`config.mk`:
```
export PLATFORM = sky130hd
export DESIGN_NAME = sr_simd_shift_unit
export DESIGN_NICKNAME = d
export VERILOG_FILES = /design/src/rtl/sr_simd_pkg.sv /design/src/rtl/sr_simd_lane.sv /design/src/rtl/sr_simd_shift_unit.sv
export SDC_FILE = /design/constraint.sdc
export NUM_CORES = 1
export LEC_CHECK = 0
export CAP_MARGIN = 20
export CORE_ASPECT_RATIO = 1.25
export CORE_UTILIZATION = 25
export CTS_CLUSTER_DIAMETER = 50
export DETAILED_ROUTE_END_ITERATION = 10
export MAX_ROUTING_LAYER = met4
export PLACE_DENSITY = 0.5
export SLEW_MARGIN = 25
export SYNTH_ARGS = -nofsm -noshare
export SYNTH_HDL_FRONTEND = slang
export SYNTH_SLANG_ARGS = --single-unit
```
`constraint.sdc`:
```
create_clock -name clk -period 6.1 [get_ports clk]
set_input_delay 0.915 -clock clk [delete_from_list [all_inputs] [get_ports clk]]
set_output_delay 0.915 -clock clk [all_outputs]
set_load 0.01 [all_outputs]
```
`src/rtl/sr_simd_pkg.sv`:
```
// Shared types and helpers for the packed-SIMD saturating shift unit.
package sr_simd_pkg;

  typedef enum logic [1:0] {
    SIMD_KSLL    = 2'b00,
    SIMD_KSLRA   = 2'b01,
    SIMD_KSLRA_U = 2'b10
  } simd_op_e;

  typedef enum logic [1:0] {
    IDLE = 2'd0,
    BUSY = 2'd1,
    DONE = 2'd2
  } state_e;

  // Shift-amount width: enough for a signed range of -ELEN..ELEN-1.
  function automatic int saw_f(input int elen);
    return $clog2(elen) + 1;
  endfunction

endpackage

```
`src/rtl/sr_simd_lane.sv`:
```
// One-lane combinational saturating shifter: left shifts saturate, right shifts
// are arithmetic with optional round-half-up.
module sr_simd_lane
  import sr_simd_pkg::*;
#(
  parameter int ELEN = 8,
  parameter int SAW  = saw_f(ELEN)
) (
  input  logic signed [ELEN-1:0] x,
  input  logic        [SAW-1:0]  s,
  input  logic        [1:0]      op,
  output logic        [ELEN-1:0] y,
  output logic                   ov
);

  localparam int W2 = 2 * ELEN;
  localparam logic [ELEN:0] ONE = 1;

  // Returns {ov, lane}; the value fits when the top ELEN+1 bits are all sign copies.
  function automatic logic [ELEN:0] sat_left(input logic signed [W2-1:0] v);
    logic [ELEN:0] r;
    if (v[W2-1:ELEN-1] == {(ELEN+1){v[W2-1]}})
      r = {1'b0, v[ELEN-1:0]};
    else if (v[W2-1])
      r = {1'b1, 1'b1, {(ELEN-1){1'b0}}};
    else
      r = {1'b1, 1'b0, {(ELEN-1){1'b1}}};
    return r;
  endfunction

  // Adding half an LSB before the shift gives round-half-up; ELEN+1 bits never overflow.
  function automatic logic [ELEN-1:0] round_shr(input logic signed [ELEN-1:0] v,
                                                input logic [SAW-2:0] m);
    logic signed [ELEN:0] sum;
    logic        [ELEN:0] inc;
    inc = ONE << (m - 1'b1);
    sum = $signed({v[ELEN-1], v}) + $signed(inc);
    sum = sum >>> m;
    return sum[ELEN-1:0];
  endfunction

  logic signed [W2-1:0] xw;
  logic signed [W2-1:0] lv;
  logic signed [W2-1:0] rv;
  logic        [SAW-1:0] neg_s;
  logic        [SAW-2:0] m;
  logic        [ELEN:0]  sat;
  logic                  left;

  always_comb begin
    xw    = {{ELEN{x[ELEN-1]}}, x};
    neg_s = -s;
    m     = neg_s[SAW-1] ? '1 : neg_s[SAW-2:0];
    left  = (op == SIMD_KSLL) | ~s[SAW-1];
    lv    = xw <<< s[SAW-2:0];
    rv    = xw >>> m;
    sat   = sat_left(lv);
    y     = x;
    ov    = 1'b0;
    if (left) begin
      y  = sat[ELEN-1:0];
      ov = sat[ELEN];
    end else if (op == SIMD_KSLRA_U) begin
      y = round_shr(x, m);
    end else begin
      y = rv[ELEN-1:0];
    end
  end

endmodule

```
`src/rtl/sr_simd_shift_unit.sv`:
```
// Multi-cycle packed-SIMD saturating shift unit with valid/ready handshakes,
// processing LANES_PER_CYCLE lanes per BUSY cycle and tracking a sticky overflow.
module sr_simd_shift_unit
  import sr_simd_pkg::*;
#(
  parameter int XLEN            = 32,
  parameter int ELEN            = 8,
  parameter int LANES_PER_CYCLE = 1
) (
  input  logic            clk,
  input  logic            rst,
  input  logic            in_valid,
  output logic            in_ready,
  input  logic [1:0]      in_op,
  input  logic [XLEN-1:0] in_a,
  input  logic [XLEN-1:0] in_b,
  output logic            out_valid,
  input  logic            out_ready,
  output logic [XLEN-1:0] out_result,
  output logic            out_ov,
  output logic            ov_sticky,
  input  logic            ov_clear
);

  localparam int NLANES = XLEN / ELEN;
  localparam int SAW    = saw_f(ELEN);
  localparam int CNT_W  = (NLANES > 1) ? $clog2(NLANES) : 1;
  localparam logic [CNT_W-1:0] LAST_CNT = CNT_W'(NLANES - LANES_PER_CYCLE);
  localparam logic [CNT_W-1:0] STEP     = CNT_W'(LANES_PER_CYCLE);

  state_e            state_q, state_d;
  logic [CNT_W-1:0]  cnt_q, cnt_d;
  logic [XLEN-1:0]   res_q, res_d;
  logic              ov_q, ov_d;
  logic              sticky_q, sticky_d;
  logic [XLEN-1:0]   a_q;
  logic [SAW-1:0]    b_q;
  logic [1:0]        op_q;
  logic              accept;
  logic              load;

  logic [ELEN-1:0]            lane_x [LANES_PER_CYCLE];
  logic [ELEN-1:0]            lane_y [LANES_PER_CYCLE];
  logic [LANES_PER_CYCLE-1:0] lane_ov;

  logic unused_b;
  assign unused_b = ^in_b[XLEN-1:SAW];

  for (genvar j = 0; j < LANES_PER_CYCLE; j++) begin : g_lane
    sr_simd_lane #(
      .ELEN (ELEN),
      .SAW  (SAW)
    ) u_lane (
      .x  (lane_x[j]),
      .s  (b_q),
      .op (op_q),
      .y  (lane_y[j]),
      .ov (lane_ov[j])
    );
  end

  assign in_ready   = (state_q == IDLE) | ((state_q == DONE) & out_ready);
  assign accept     = in_valid & in_ready;
  assign out_valid  = (state_q == DONE);
  assign out_result = res_q;
  assign out_ov     = ov_q;
  assign ov_sticky  = sticky_q;

  always_comb begin
    for (int j = 0; j < LANES_PER_CYCLE; j++)
      lane_x[j] = a_q[ELEN*(int'(cnt_q)+j) +: ELEN];
  end

  always_comb begin
    state_d  = state_q;
    cnt_d    = cnt_q;
    res_d    = res_q;
    ov_d     = ov_q;
    sticky_d = sticky_q & ~ov_clear;
    load     = 1'b0;
    case (state_q)
      IDLE: begin
        if (accept) begin
          state_d = BUSY;
          ov_d    = 1'b0;
          load    = 1'b1;
        end
      end
      BUSY: begin
        for (int j = 0; j < LANES_PER_CYCLE; j++)
          res_d[ELEN*(int'(cnt_q)+j) +: ELEN] = lane_y[j];
        ov_d = ov_q | (|lane_ov);
        if (cnt_q == LAST_CNT) begin
          cnt_d   = '0;
          state_d = DONE;
          // A set on the DONE entry edge overrides a simultaneous clear.
          if (ov_d) sticky_d = 1'b1;
        end else begin
          cnt_d = cnt_q + STEP;
        end
      end
      DONE: begin
        if (out_ready) begin
          if (accept) begin
            state_d = BUSY;
            ov_d    = 1'b0;
            load    = 1'b1;
          end else begin
            state_d = IDLE;
          end
        end
      end
      default: state_d = IDLE;
    endcase
  end

  always_ff @(posedge clk) begin
    if (rst) begin
      state_q  <= IDLE;
      cnt_q    <= '0;
      res_q    <= '0;
      ov_q     <= 1'b0;
      sticky_q <= 1'b0;
    end else begin
      state_q  <= state_d;
      cnt_q    <= cnt_d;
      res_q    <= res_d;
      ov_q     <= ov_d;
      sticky_q <= sticky_d;
    end
  end

  // Operand capture needs no reset: it is only consumed after a load.
  always_ff @(posedge clk) begin
    if (load) begin
      a_q  <= in_a;
      b_q  <= in_b[SAW-1:0];
      op_q <= in_op;
    end
  end

endmodule

```
---- Word-level counts from Yosys, hierarchy flattened ----
Index checks and enable logic that the tools add are counted.
Widths: inputs -> output; s select.
operators by class
  add/sub/neg operators ................... 5
  equal/unequal tests ..................... 8
  shifts and indexed selects .............. 7
  muxes and demuxes ....................... 22
  bitwise operators ....................... 8
  reductions and logical operators ........ 5
operators by type and width
  kind                     number
  $neg 5->33               1
  $shift 8x33->32 const A  1
  $shiftx 8x33->32         1
  $bwmux 32                1
  $shiftx 32x6->8          1
  $mux 8                   3
  $sshl 8x3->16            1
  $add 8x9->9              1
  $mux 1                   9
  $mux 9                   1
  $shl 1x3->9 const A      1
  $sshr 9x3->8             1
  $eq 8x8->1               1
  $mux 2                   4
  $sshr 8x3->8             1
  $eq 2x2->1 const B       3
  $pmux 2 s3               1
  $logic_not 2->1          2
  $ne 2x2->1 const B       2
  $neg 4->4                1
  $and 1x1->1              3
  $mux 3                   1
  $or 1x1->1               3
  $pmux 1 s3               1
  9 further kinds          10
storage, ports and cells
  bits in registers ....................... 76
  input port bits ......................... 71

---- Depth between registers and ports, before layout ----
Gate-level depths: netlist of the first run.
  depth after elaboration ................. 10
  mapped depth ............................ 18
  mapped depth without buffers ............ 16

---- Modules after synthesis ----
A second synthesis of the first run with hierarchy kept.
second synthesis, totals
  cells, all modules ...................... 415
  area total of the unflattened synthesis .. 4265.3 um^2
modules (own cells, without submodules)
  module              times used  cells each  area an instance (um^2)
  sr_simd_shift_unit  1           197         2842.7
  sr_simd_lane        1           218         1422.6

---- Worst setup path before layout of the first run ----
OpenSTA, ideal clock, no wires.
  path kind ............................... register -> register
  start ................................... register b_q[0]
  end ..................................... register res_q[0] (netlist: out_result[0])
  setup time .............................. 0.074 ns
  arrival ................................. 3.606 ns
  data required time ...................... 6.026 ns
  path slack .............................. 2.420 ns
  stages on the path, launching flop included .. 17
  cells stage by stage .................... edfxtp_1 -> buf_6 -> clkbuf_8 -> or4_1 -> a21oi_1 -> nor2_1 -> inv_1 -> nor2_1 -> ha_1 -> or3b_2 -> o211ai_1 -> o21ai_0 -> nand3_1 -> o21ai_0 -> a221oi_1 -> o21ai_0 -> o21ai_0
on the way
  cells in the longest elaborated chain, start to end .. 10
RTL lines
  item                      line                       RTL
  start: declaration        sr_simd_shift_unit.sv:37   logic [SAW-1:0] b_q;
  start signal: assignment  sr_simd_shift_unit.sv:137  b_q <= in_b[SAW-1:0];
  $neg 4->4                 sr_simd_lane.sv:52         neg_s = -s;
  $mux 3                    sr_simd_lane.sv:53         m = neg_s[SAW-1] ? '1 : neg_s[SAW-2:0];
  $sub 3x1->3               sr_simd_lane.sv:36         inc = ONE << (m - 1'b1);
  $shl 1x3->9               sr_simd_lane.sv:36
  $add 8x9->9               sr_simd_lane.sv:37         sum = $signed({v[ELEN-1], v}) + $signed(inc);
  $sshr 9x3->8              sr_simd_lane.sv:38         sum = sum >>> m;
  $mux 8                    sr_simd_lane.sv:63         end else if (op == SIMD_KSLRA_U) begin
  $mux 8 (*)                sr_simd_lane.sv:60         if (left) begin
  $shiftx 8x33->32 (*)      sr_simd_shift_unit.sv:91   res_d[ELEN*(int'(cnt_q)+j) +: ELEN] = lane_y[j];
  $bwmux 32 (*)             sr_simd_shift_unit.sv:91
  end signal: assignment    sr_simd_shift_unit.sv:127  res_q <= res_d;
  end: declaration          sr_simd_shift_unit.sv:33   logic [XLEN-1:0] res_q, res_d;
Every way passes the cells marked *; elsewhere a longest branch is shown, timed or not.
A chain may end at the register's enable or synchronous reset.

---- Final worst setup path of the first run ----
  start ................................... register b_q[0]
  end ..................................... register res_q[3] (netlist: out_result[3])
The elaborated chain is that of the path after synthesis.

==> impl_results.md, run 1 <==
* RSZ-0062 raised after global routing: false
* Weighted congestion at the end of routability-driven global placement at between 0.8 and 0.9
* Most frequent cells in the layout: clkdlybuf4s50_1, nand2_1, o21ai_0
* Commonest non-fill, non-tap cell in the layout: clkdlybuf4s50_1
* Outcome: finished clean
* Inserted Diodes at 0
* Starting Density at around 26%
* Share of Yosys cell area claimed by the top area cell type at 22.60%
* Final count of pins violating max slew at 0
* Die height at between 150 and 200 um
* Clock Sink Count at 76
* Final critical-path setup slack at about 1600 ps
* Largest net degree at the start of global routing at 39
* Share of final-layout standard cells stronger than drive strength 1 at around 11%
* Worst voltage drop across the vdd grid at 130.6 uV
* Netlist Area Pre-Place at between 5000 and 6000 um^2
* Most common flop cell mapped by yosys: edfxtp_1
* Top cell type by total area after synthesis: edfxtp_1
* Yosys warning count at 0
* Gr ovfl total at 0
* Number of standard-cell rows in the floorplan at 57
* Leading post-synthesis cells by cell area: edfxtp_1, dfxtp_1, mux4_2
* Width of the die at between 100 and 150 um
* Wire length of the first global-routing pass at ~23000 um
* Top Ports at 107
* Routed vias/inst at about 5.1
* CTS Buffer Depth at 2
* Mean area per synthesized cell at roughly 10 um^2
* Max capacitance violation total at 0
* Leakage power at approximately 2.1 nW
* Cells along the critical path: inv_4, ha_1, nor2_1, and2_1, ha_1, inv_1, fa_1, nand2b_1, a21oi_1, mux2i_1, nand2_1, o22ai_1, a211oi_1, a211oi_1, o21ai_0
* Max stage delay cell, worst path: edfxtp_1
* TritonCTS Buffers at 9
* Via count of the first global-routing pass at about 4.4k
* Max incr delay on CP at between 600 and 700 ps
* HPWL after detailed placement at around 11000 um
* Post-synthesis async set-or-reset flop share at 0%
* Worst-skew pair later-pin latency at between 300 and 400 ps
* Family with the most delay on the worst path: compound AO/OA/AOI/OAI gates
* Sum Neg Setup Slack at 0 ps
* Number of post-CTS setup repair buffers at 0
* Startpoint of the most critical hold path: out_result[6]
* PortBufs at slightly below 80
* Time the final worst path needs with I/O delays and setup at about 4500 ps
* Post-Synthesis Cells at 520
* Post-synth EDFFs at 38
* Number of nets with antenna violations after detailed routing at 0
* Total routing usage reported by global routing at about 15%
* Path type of the worst setup path: flip-flop to flip-flop
* Area growth syn-to-layout at 24.73%
* Clock transition at path regs at around 70 ps
* Endpoints failing setup at 0
* Max Clock Skew at 12.03 ps
* Count of TritonRoute iterations in the first routing pass at 4
* Initial antenna violation count at 0
* Area inside the core boundary at between 15000 and 20000 um^2
* Highest achievable clock rate at ~220 MHz
* Highest fanout seen on the critical path at 10
* Critical R2R Launch: b_q[0]
* Maximum level of the CTS H-tree at 3
* Data arrival time at the worst-slack endpoint at roughly 4700 ps
* Portion of the post-synthesis area used by sequential elements at 37.66%
* Endpoints failing hold at 0
* Type of the worst min-delay path: flip-flop to flip-flop
* Number of vias in the routed layout at roughly 4.4k
* Power after layout at 0.001459 W
* Hold-fix buffer count after cts at 0
* # DRC at 0
* Final Cycle Share at about three quarters
* Transition time at the pin with the least slew margin at between 800 and 900 ps
* Post-Synthesis Net Count at 606
* CP Buf/Inv Count at 2
* Launching element of the worst setup path: b_q[0]
* CP Launch Type: flip-flop
* 1st-iter DRT viols at 220
* Number of unique standard cell types used by synthesis at 75
* Power per cell area at between 200 and 250 nW/um^2
* Minimum setup slack after placement at around 1600 ps
* Die Footprint at 20780 um^2
* Final WL at approximately 14000 um
* #FFs+latches synth at 76
* Kind of end point of the critical path: flip-flop
* Headroom to the max-slew limit at between 40% and 50%
* Routed WL per cell at about 17 um
* CTS tree: done
* Filler cell count in the final layout at between 1.5k and 2k
* Root Driver: clkbuf_16
* Resized cells post-CTS at 0
* Critical path data required time at roughly 6300 ps
* Net total in the final layout at 677
-- flip-flops by register name, indices dropped and copies added (netlist names) --
signal      count
op_q            2
state_q         2
cnt_q           2
out_ov          1
out_result     32
ov_sticky       1
a_q            32
b_q             4
-- power breakdown --
part | switching, W | internal [W] | total (W)
clock | 0.000238 | 0.000286 | 0.000524
sequential | 0.0000256 | 0.000561 | 0.000586
combinational | 0.000200 | 0.000148 | 0.000348
-- Yosys cell counts (4+ instances only) --
cell type	instances
clkbuf_1	10
nor3_1	12
clkbuf_8	8
nand3_1	8
nand4_1	10
a21o_1	5
nand2_1	73
nor2b_1	4
o21a_1	6
o31ai_1	4
o211ai_1	6
nor3b_1	5
edfxtp_1	38
nand2b_1	9
mux4_2	23
ha_1	14
o22ai_1	4
o21ai_0	49
a211oi_1	10
o21ai_1	6
inv_1	15
a32oi_1	4
nor2_1	30
a21oi_1	34
and3_1	5
dfxtp_1	38
mux2i_1	8
a31oi_1	6
-- cell families (layout without fill, tap and decap cells) --
group / count (synthesis) / count (layout) / share of synthesized area, %
muxes: 36 / 36 / 13.55
xor gates and xnor gates: 3 / 3 / 0.5204
AOI/OAI and AO/OA: 167 / 167 / 21.48
and+or+nand+nor: 179 / 179 / 17.22
DFF: 76 / 76 / 37.66
adders and majority gates: 15 / 15 / 3.865
buffers and inverters: 44 / 120 / 5.699
-- final cells by class --
| type | instances | area [um^2] | share of cell area (%) |
|---|---|---|---|
| multi-input combinational | 400 | 2863 | 45.45 |
| sequential | 76 | 1903 | 30.21 |
| timing repair buffer | 86 | 840.8 | 13.35 |
| tap | 265 | 331.6 | 5.264 |
| clock buffer | 9 | 225.2 | 3.576 |
| inverter | 18 | 70.07 | 1.112 |
| clock inverter | 7 | 65.06 | 1.033 |
-- worst register-to-register path: stages, from the launching register on --
cell and delay, ps:
edfxtp_1 640, inv_4 120, ha_1 430, nor2_1 270, and2_1 170, ha_1 180, inv_1 70, fa_1 400
nand2b_1 190, a21oi_1 390, mux2i_1 330, nand2_1 160, o22ai_1 140, a211oi_1 90, a211oi_1 630, o21ai_0 190
-- layer usage --
layer	vias to the layer above	GRT usage, %	share of wire, %	wire (um)
li1	2137	-	-	-
met1	2124	16.46	40	5820
met2	106	26.61	54	7736
met3	24	1.865	2.8	400
met4	0	6.043	3.0	436
met5	-	-	0	0
-- through the flow --
stage / std cells / utilization, % / cell area, um^2 / hold slack [ps]
after detailed placement: 845 / 30.62 / 6005 / 444.1
after global placement: 845 / 30.62 / 6005 / 437.2
after CTS: 861 / 32.10 / 6295 / 456.5
after global routing: 861 / 32.11 / 6299 / 485.3
after floorplan: 520 / - / 5050 / 473.8
final: 861 / 32.11 / 6299 / 452.6
-- path summary, 6_finish.rpt --
kind,endpoint,slack (ps),depth (start not counted)
setup / recovery,out_result[3],1560,15
hold / removal,out_result[6],450,2
setup reg to reg,out_result[3],1560,15
hold reg to reg,out_result[6],450,2
Note: power is estimated with default switching activity, not from simulation.
==> inputs of run 2 (changes only) <==
PLACE_DENSITY = 0.52   (was 0.5)
clock period = 3.75 ns   (was 6.1 ns; I/O delays follow)
==> impl_results.md, run 2 (synthesized netlist as in run 1, its figures left out) <==
* Switching portion of total power at 32.02% (+0.24 points)
* Commonest non-fill, non-tap cell in the layout: clkdlybuf4s50_1
* Type of the worst min-delay path: flip-flop to flip-flop
* CP Launch Type: flip-flop
* Final critical-path setup slack at 184.0 ps (-1380 ps)
* Max capacitance violation total at 0 (unchanged)
* Transition time at the pin with the least slew margin at 924.7 ps (+47.27 ps)
* CTS tree: done
* CP Buf/Inv Count at 3 (+1)
* CTS Buffer Depth at 2 (unchanged)
* Worst hold path stage count at 2 (unchanged)
* R2r endpoint: out_result[10]
* Net total in the final layout at 740 (+9.3%)
* Count of TritonRoute iterations in the first routing pass at 4 (unchanged)
* Setup slack, reg-to-reg at 180 ps (-1380 ps)
* Top Ports at 107 (unchanged)
* Leakage power at 2.475 nW (+18%)
* Highest achievable clock rate at 280.4 MHz (+27%)
* # DRC at 0 (unchanged)
* Share of final-layout standard cells stronger than drive strength 1 at 26.25% (+15 points)
* Critical R2R Launch: b_q[1]
* Placed standard-cell area at 6407 um^2 (+6.7%)
* CP most frequent cell: buf_6
* Family with the most delay on the worst path: compound AO/OA/AOI/OAI gates
* Highest fanout seen on the critical path at 5 (-5)
* TritonCTS Buffers at 9 (unchanged)
* Max stage delay cell, worst path: or4_4
* Number of standard-cell rows in the floorplan at 57 (unchanged)
* Die Footprint at 20780 um^2 (unchanged)
* Via count of the first global-routing pass at 4599 (+4.9%)
* Root Driver: clkbuf_16
* Initial antenna violation count at 0 (unchanged)
* RSZ-0062 raised after global routing: true
* Largest net degree at the start of global routing at 39 (unchanged)
* Internal Power at 0.001738 W (+75%)
* Startpoint of the most critical hold path: out_result[6]
* Width of the die at 129.1 um (unchanged)
* Gr ovfl total at 0 (unchanged)
* Cell Count Post-Placement at 897 (+6.2%)
* Maximum level of the CTS H-tree at 3 (unchanged)
* Final Cycle Share at 95.09% (+21 points)
* Worst-skew pair later-pin latency at 360 ps (+20 ps)
* Most frequent cells in the layout: clkdlybuf4s50_1, nand2_1, buf_4
* Power per cell area at 361.8 nW/um^2 (+56%)
* Routed vias/inst at 5.045 (-1.1%)
* Inserted Diodes at 0 (unchanged)
* 1st-iter DRT viols at 236 (+7.3%)
* Clock Sink Count at 76 (unchanged)
* Total routing usage reported by global routing at 15.26% (+0.38 points)
* Finished layout cell area at 7068 um^2 (+12%)
* Headroom to the max-slew limit at 38.13% (-2.9 points)
* Final WL at 15080 um (+4.8%)
* Area inside the core boundary at 19610 um^2 (unchanged)
* Endpoints failing hold at 0 (unchanged)
* Outcome: finished clean
* Kind of end point of the critical path: flip-flop
* Data arrival time at the worst-slack endpoint at 3850 ps (-890 ps)
* Number of nets with antenna violations after detailed routing at 0 (unchanged)
* Weighted congestion at the end of routability-driven global placement at 0.9139 (+5.3%)
* Wire length of the first global-routing pass at 23750 um (+1.6%)
* Area growth syn-to-layout at 39.97%
* Time the final worst path needs with I/O delays and setup at 3566 ps (-970.4 ps)
* Endpoint with the worst hold slack: out_result[6]
* Switching power summed over all nets at 0.0008187 W (+77%)
* Worst voltage drop across the vdd grid at 246.3 uV (+89%)
* Sequential power share at 37.0% (-3.2 points)
* Die height at 160.9 um (unchanged)
* Share of power burned in combinational logic at 29.7% (+5.8 points)
* Count of non-filler cells in the finished layout at 924 (+7.3%)
* Minimum setup slack after placement at -183.9 ps (-1753 ps)
* Endpoints failing setup at 0 (unchanged)
* Starting Density at 25.75% (unchanged)
* Max Clock Skew at 11.39 ps (-0.6374 ps)
* Clock share of power at 33.3% (-2.6 points)
* Path type of the worst setup path: flip-flop to flip-flop
* Cells along the critical path: or4_4, a21o_1, buf_6, nand2_2, nor2_1, ha_1, buf_6, o21a_1, o31a_1, o211ai_1, o22ai_1, a22oi_1, a32oi_1, buf_4, o21ai_1
* HPWL after detailed placement at 11750 um (+4.8%)
* Clock transition at path regs at 70 ps (about the same)
* PortBufs at 78 (unchanged)
* Max incr delay on CP at 590 ps (-50 ps)
* Critical path data required time at 4040 ps (-2260 ps)
* Register-to-Register Path Depth at 15 (unchanged)
* Number of vias in the routed layout at 4662 (+6.2%)
* Final count of pins violating max slew at 0 (unchanged)
* Routed WL per cell at 16.32 um (-2.4%)
==> run 2: routing by layer <==
metal | track usage [%] | share of wire [%] | vias to the layer above
met4 | 6.310 | 2.7 | 0
met1 | 16.82 | 42 | 2273
met5 | - | 0 | -
li1 | - | - | 2259
met3 | 2.665 | 2.8 | 23
met2 | 26.76 | 53 | 107
==> run 2: worst max-delay path by stage <==
| stage | end | cells past startpoint | from | slack (ps) |
|---|---|---|---|---|
| after floorplan | out_result[0] | 16 | b_q[0] | 70 |
| after global placement | out_result[16] | 13 | b_q[1] | -160 |
| after detailed placement | out_result[12] | 18 | b_q[0] | -180 |
| after CTS | out_result[10] | 17 | b_q[0] | 10 |
| after global routing | out_result[10] | 16 | b_q[0] | -50 |
| final | out_result[10] | 15 | b_q[1] | 180 |
==> run 2: power groups by stage <==
stage	sequential, W	combinational, W	clock (W)
after floorplan	0.000953	0.000404	0
after global placement	0.000963	0.000667	0
after detailed placement	0.000964	0.000671	0
after CTS	0.000946	0.000689	0.000877
after global routing	0.000952	0.000824	0.000906
final	0.000946	0.000758	0.000852
==> run 2: stage by stage <==
| step | utilization [%] | power [W] | setup TNS (ps) | hold slack, ps |
|---|---|---|---|---|
| finish | 36.04 | 0.002557 | 0 | 447.9 |
| global route | 36.04 | 0.002681 | -321.7 | 474.4 |
| detailed placement | 32.67 | 0.001635 | -2847 | 446.0 |
| CTS | 34.42 | 0.002512 | 0 | 454.4 |
| global placement | 32.67 | 0.001629 | -2043 | 443.5 |
| floorplan | - | 0.001358 | 0 | 473.8 |
==> run 2: tightest hold or removal path: stages, from the launching register on <==
cell and delay, ps:
dfxtp_1 310, nand2_1 50, o21ai_1 50
==> run 2: final cells by class <==
type / count / area, um^2
Clock buffer: 9 / 225.2
Clock inverter: 7 / 65.06
Fill cell: 1977 / 12540
Inverter: 18 / 73.82
Multi-Input combinational cell: 400 / 3119
Sequential cell: 76 / 1904
Tap cell: 265 / 331.6
Timing Repair Buffer: 149 / 1349
==> run 2: what timing repair did <==
item / CTS / global route
buffers inserted: 2 / 9
gates cloned: 0 / 0
gates resized for setup: 12 / 70
endpoints found under the setup margin: 28 / 31
pin swaps: 4 / 28
hold buffers: 0 / 0
==> inputs of run 3 (changes only) <==
CORE_MARGIN = 5   (was default)
PLACE_DENSITY = 0.53   (was 0.52)
REMOVE_ABC_BUFFERS = 1   (was default)
SYNTH_HIERARCHICAL = 1   (was default)
==> impl_results.md, run 3 <==
* Outcome: complete, but fails checks
* Violated checks: setup timing
* Max incr delay on CP at 590 ps (about the same)
* CP Launch Type: flip-flop
* Maximum level of the CTS H-tree at 3 (unchanged)
* Area growth syn-to-layout at 52.01%
* Final Cycle Share at 102.0% (+6.9 points)
* CP Buf/Inv Count at 2 (-1)
* Transition time at the pin with the least slew margin at 726.4 ps (-198.3 ps)
* Commonest non-fill, non-tap cell in the layout: clkdlybuf4s50_1
* Worst voltage drop across the vdd grid at 304.6 uV (+24%)
* Wire length of the first global-routing pass at 19770 um (-17%)
* Worst-skew pair later-pin latency at 340 ps (-20 ps)
* Initial antenna violation count at 0 (unchanged)
* Highest achievable clock rate at 261.4 MHz (-6.8%)
* Cells along the critical path: or4_4, a21oi_4, and3_4, ha_4, inv_2, fa_2, nor2b_4, o31a_1, o21ai_2, nor3b_2, a31oi_2, or3b_1, a221oi_2, buf_4, nand3_2, o21ai_1
* Via count of the first global-routing pass at 3913 (-15%)
* Mean area per synthesized cell at 10.28 um^2 (+5.8%)
* HPWL after detailed placement at 9427 um (-20%)
* Share of final-layout standard cells stronger than drive strength 1 at 30.05% (+3.8 points)
* Register-to-Register Path Depth at 16 (+1)
* Cell Count Post-Placement at 758 (-15%)
* Commonest cells in the netlist: dfxtp_1, edfxtp_1, nor2_1, nand2_1, nand3_1
* Root Driver: clkbuf_16
* Die height at 156.0 um (-3.0%)
* Number of unique standard cell types used by synthesis at 69 (-8.0%)
* Max stage delay cell, worst path: or4_4
* RSZ-0062 raised after global routing: true
* Net total in the final layout at 649 (-12%)
* Top Ports at 107 (unchanged)
* Share of Yosys cell area claimed by the top area cell type at 26.75% (+4.2 points)
* Headroom to the max-slew limit at 51.42% (+13 points)
* Time the final worst path needs with I/O delays and setup at 3825 ps (+259.0 ps)
* Capturing instance or port of the critical path: out_result[1]
* Gr ovfl total at 0 (unchanged)
* #FFs+latches synth at 76 (unchanged)
* Routed vias/inst at 4.778 (-5.3%)
* Routed WL per cell at 15.80 um (-3.2%)
* Max capacitance violation total at 0 (unchanged)
* Type of the worst min-delay path: flip-flop to flip-flop
* Count of non-filler cells in the finished layout at 789 (-15%)
* CTS Buffer Depth at 2 (unchanged)
* Most frequent cells in the layout: clkdlybuf4s50_1, buf_4, edfxtp_1, dfxtp_1, nand2_1
* Family with the most delay on the worst path: simple AND/OR/NAND/NOR gates
* Portion of the post-synthesis area used by sequential elements at 44.59% (+6.9 points)
* Highest fanout seen on the critical path at 4 (-1)
* Setup slack, reg-to-reg at -70 ps (-260 ps)
* Sum Neg Setup Slack at -206.1 ps (-206.1 ps)
* Number of vias in the routed layout at 3770 (-19%)
* TritonCTS Buffers at 9 (unchanged)
* CTS tree: done
* Die Footprint at 19790 um^2 (-4.7%)
* Final count of pins violating max slew at 0 (unchanged)
* Critical R2R Launch: b_q[2]
* # DRC at 0 (unchanged)
* Count of TritonRoute iterations in the first routing pass at 4 (unchanged)
* 1st-iter DRT viols at 205 (-13%)
* Depth of the critical timing path with buffers and inverters included at 16 (+1)
* Largest net degree at the start of global routing at 40 (+2.6%)
* Endpoints failing hold at 0 (unchanged)
* Width of the die at 126.8 um (-1.8%)
* Path type of the worst setup path: flip-flop to flip-flop
* Post-synthesis async set-or-reset flop share at 0% (unchanged)
* Most common flop cell mapped by yosys: edfxtp_1
* Top cell type by total area after synthesis: edfxtp_1
* Kind of end point of the critical path: flip-flop
* Final WL at 12470 um (-17%)
* Weighted congestion at the end of routability-driven global placement at 0.8965 (-1.9%)
* Starting Density at 25.42% (-0.32 points)
* Critical path data required time at 4020 ps (-20 ps)
* Yosys warning count at 6 (+6)
* Endpoints failing setup at 5 (+5)
* Data arrival time at the worst-slack endpoint at 4090 ps (+240 ps)
* Post-synth EDFFs at 38 (unchanged)
* R2r endpoint: out_result[1]
* Final critical-path setup slack at -74.98 ps (-259.0 ps)
* Post-Synthesis Cells at 415 (-20%)
* Clock Sink Count at 76 (unchanged)
* Number of nets with antenna violations after detailed routing at 0 (unchanged)
* Total routing usage reported by global routing at 12.67% (-2.6 points)
* Launching element of the worst setup path: b_q[2]
* PortBufs at 78 (unchanged)
* Number of standard-cell rows in the floorplan at 53 (-7.0%)
* Core Util, Final at 38.65% (+2.6 points)
* Clock transition at path regs at 70 ps (about the same)
* Leakage power at 2.432 nW (-1.7%)
* Netlist Area Pre-Place at 4265 um^2 (-16%)
* Inserted Diodes at 0 (unchanged)
* Power per cell area at 392.8 nW/um^2 (+8.6%)
* Leading post-synthesis cells by cell area: edfxtp_1, dfxtp_1, mux4_2
* Max Clock Skew at 5.505 ps (-5.887 ps)
* Area inside the core boundary at 16780 um^2 (-14%)
==> run 3: cells by family (layout without fill, tap and decap cells) <==
group	Yosys count	count (layout)	synth area share [%]
adders and majority gates	14	14	4.283
buffers and inverters	31	185	3.754
and+or+nand+nor	149	149	19.18
AOI/OAI and AO/OA	115	115	18.83
DFF	76	76	44.59
muxes	27	27	8.741
xor gates and xnor gates	3	3	0.6161
==> run 3: tightest hold or removal path, stage by stage (launching register included) <==
cell      delay, ps
dfxtp_1         310
nand2b_1         60
a21oi_1          50
==> run 3: repair_timing <==
| action | in CTS | in global routing |
|---|---|---|
| resized for setup | 21 | 51 |
| setup buffers | 6 | 8 |
| pin swaps | 10 | 22 |
| hold buffers | 0 | 0 |
| hold endpoints to repair | 0 | 0 |
| setup endpoints to repair | 23 | 28 |
==> run 3: area by class of cell <==
class / count / area (um^2)
clock buffer: 9 / 225.2
clock inverter: 7 / 55.05
sequential: 76 / 1902
fill: 1611 / 10290
inverter: 10 / 37.54
multi-input combinational: 308 / 2529
timing repair buffer: 159 / 1460
tap: 220 / 275.3
==> run 3: routing by layer <==
metal  global-route usage, %  vias to the layer above  wire (um)
met5                       -                        -          0
met4                   4.343                        0        191
met3                   1.918                       12        279
met2                   23.36                       70       6839
met1                   13.80                     1827       5159
li1                        -                     1861          -
==> run 3: worst min-delay path by stage <==
stage / cells past startpoint / start / endpoint / slack [ps]
final: 2 / ov_sticky / ov_sticky / 470
after global routing: 2 / out_result[31] / out_result[31] / 490
after CTS: 2 / out_result[26] / out_result[26] / 470
after detailed placement: 2 / out_result[26] / out_result[26] / 460
after global placement: 2 / ov_sticky / ov_sticky / 460
after floorplan: 2 / ov_sticky / ov_sticky / 480
==> run 3: report_power, final <==
| part | total [W] | internal, W | switching, W |
|---|---|---|---|
| clock network | 0.000832 | 0.000460 | 0.000373 |
| logic | 0.000781 | 0.000394 | 0.000387 |
| registers | 0.000934 | 0.000916 | 0.0000180 |
| total | 0.00255 | 0.00177 | 0.000778 |
==> run 3: through the flow <==
step	power, W	hold WS [ps]	area, um^2	worst slack (ps)
3_3_place_gp	0.001595	461.2	5727	-96.48
4_1_cts	0.002481	470.8	6140	-93.78
3_5_place_dp	0.001605	459.1	5727	-163.1
5_1_grt	0.002673	486.2	6484	-200.3
2_1_floorplan	0.001301	483.0	4143	-305.2
6_report	0.002547	468.7	6484	-74.98
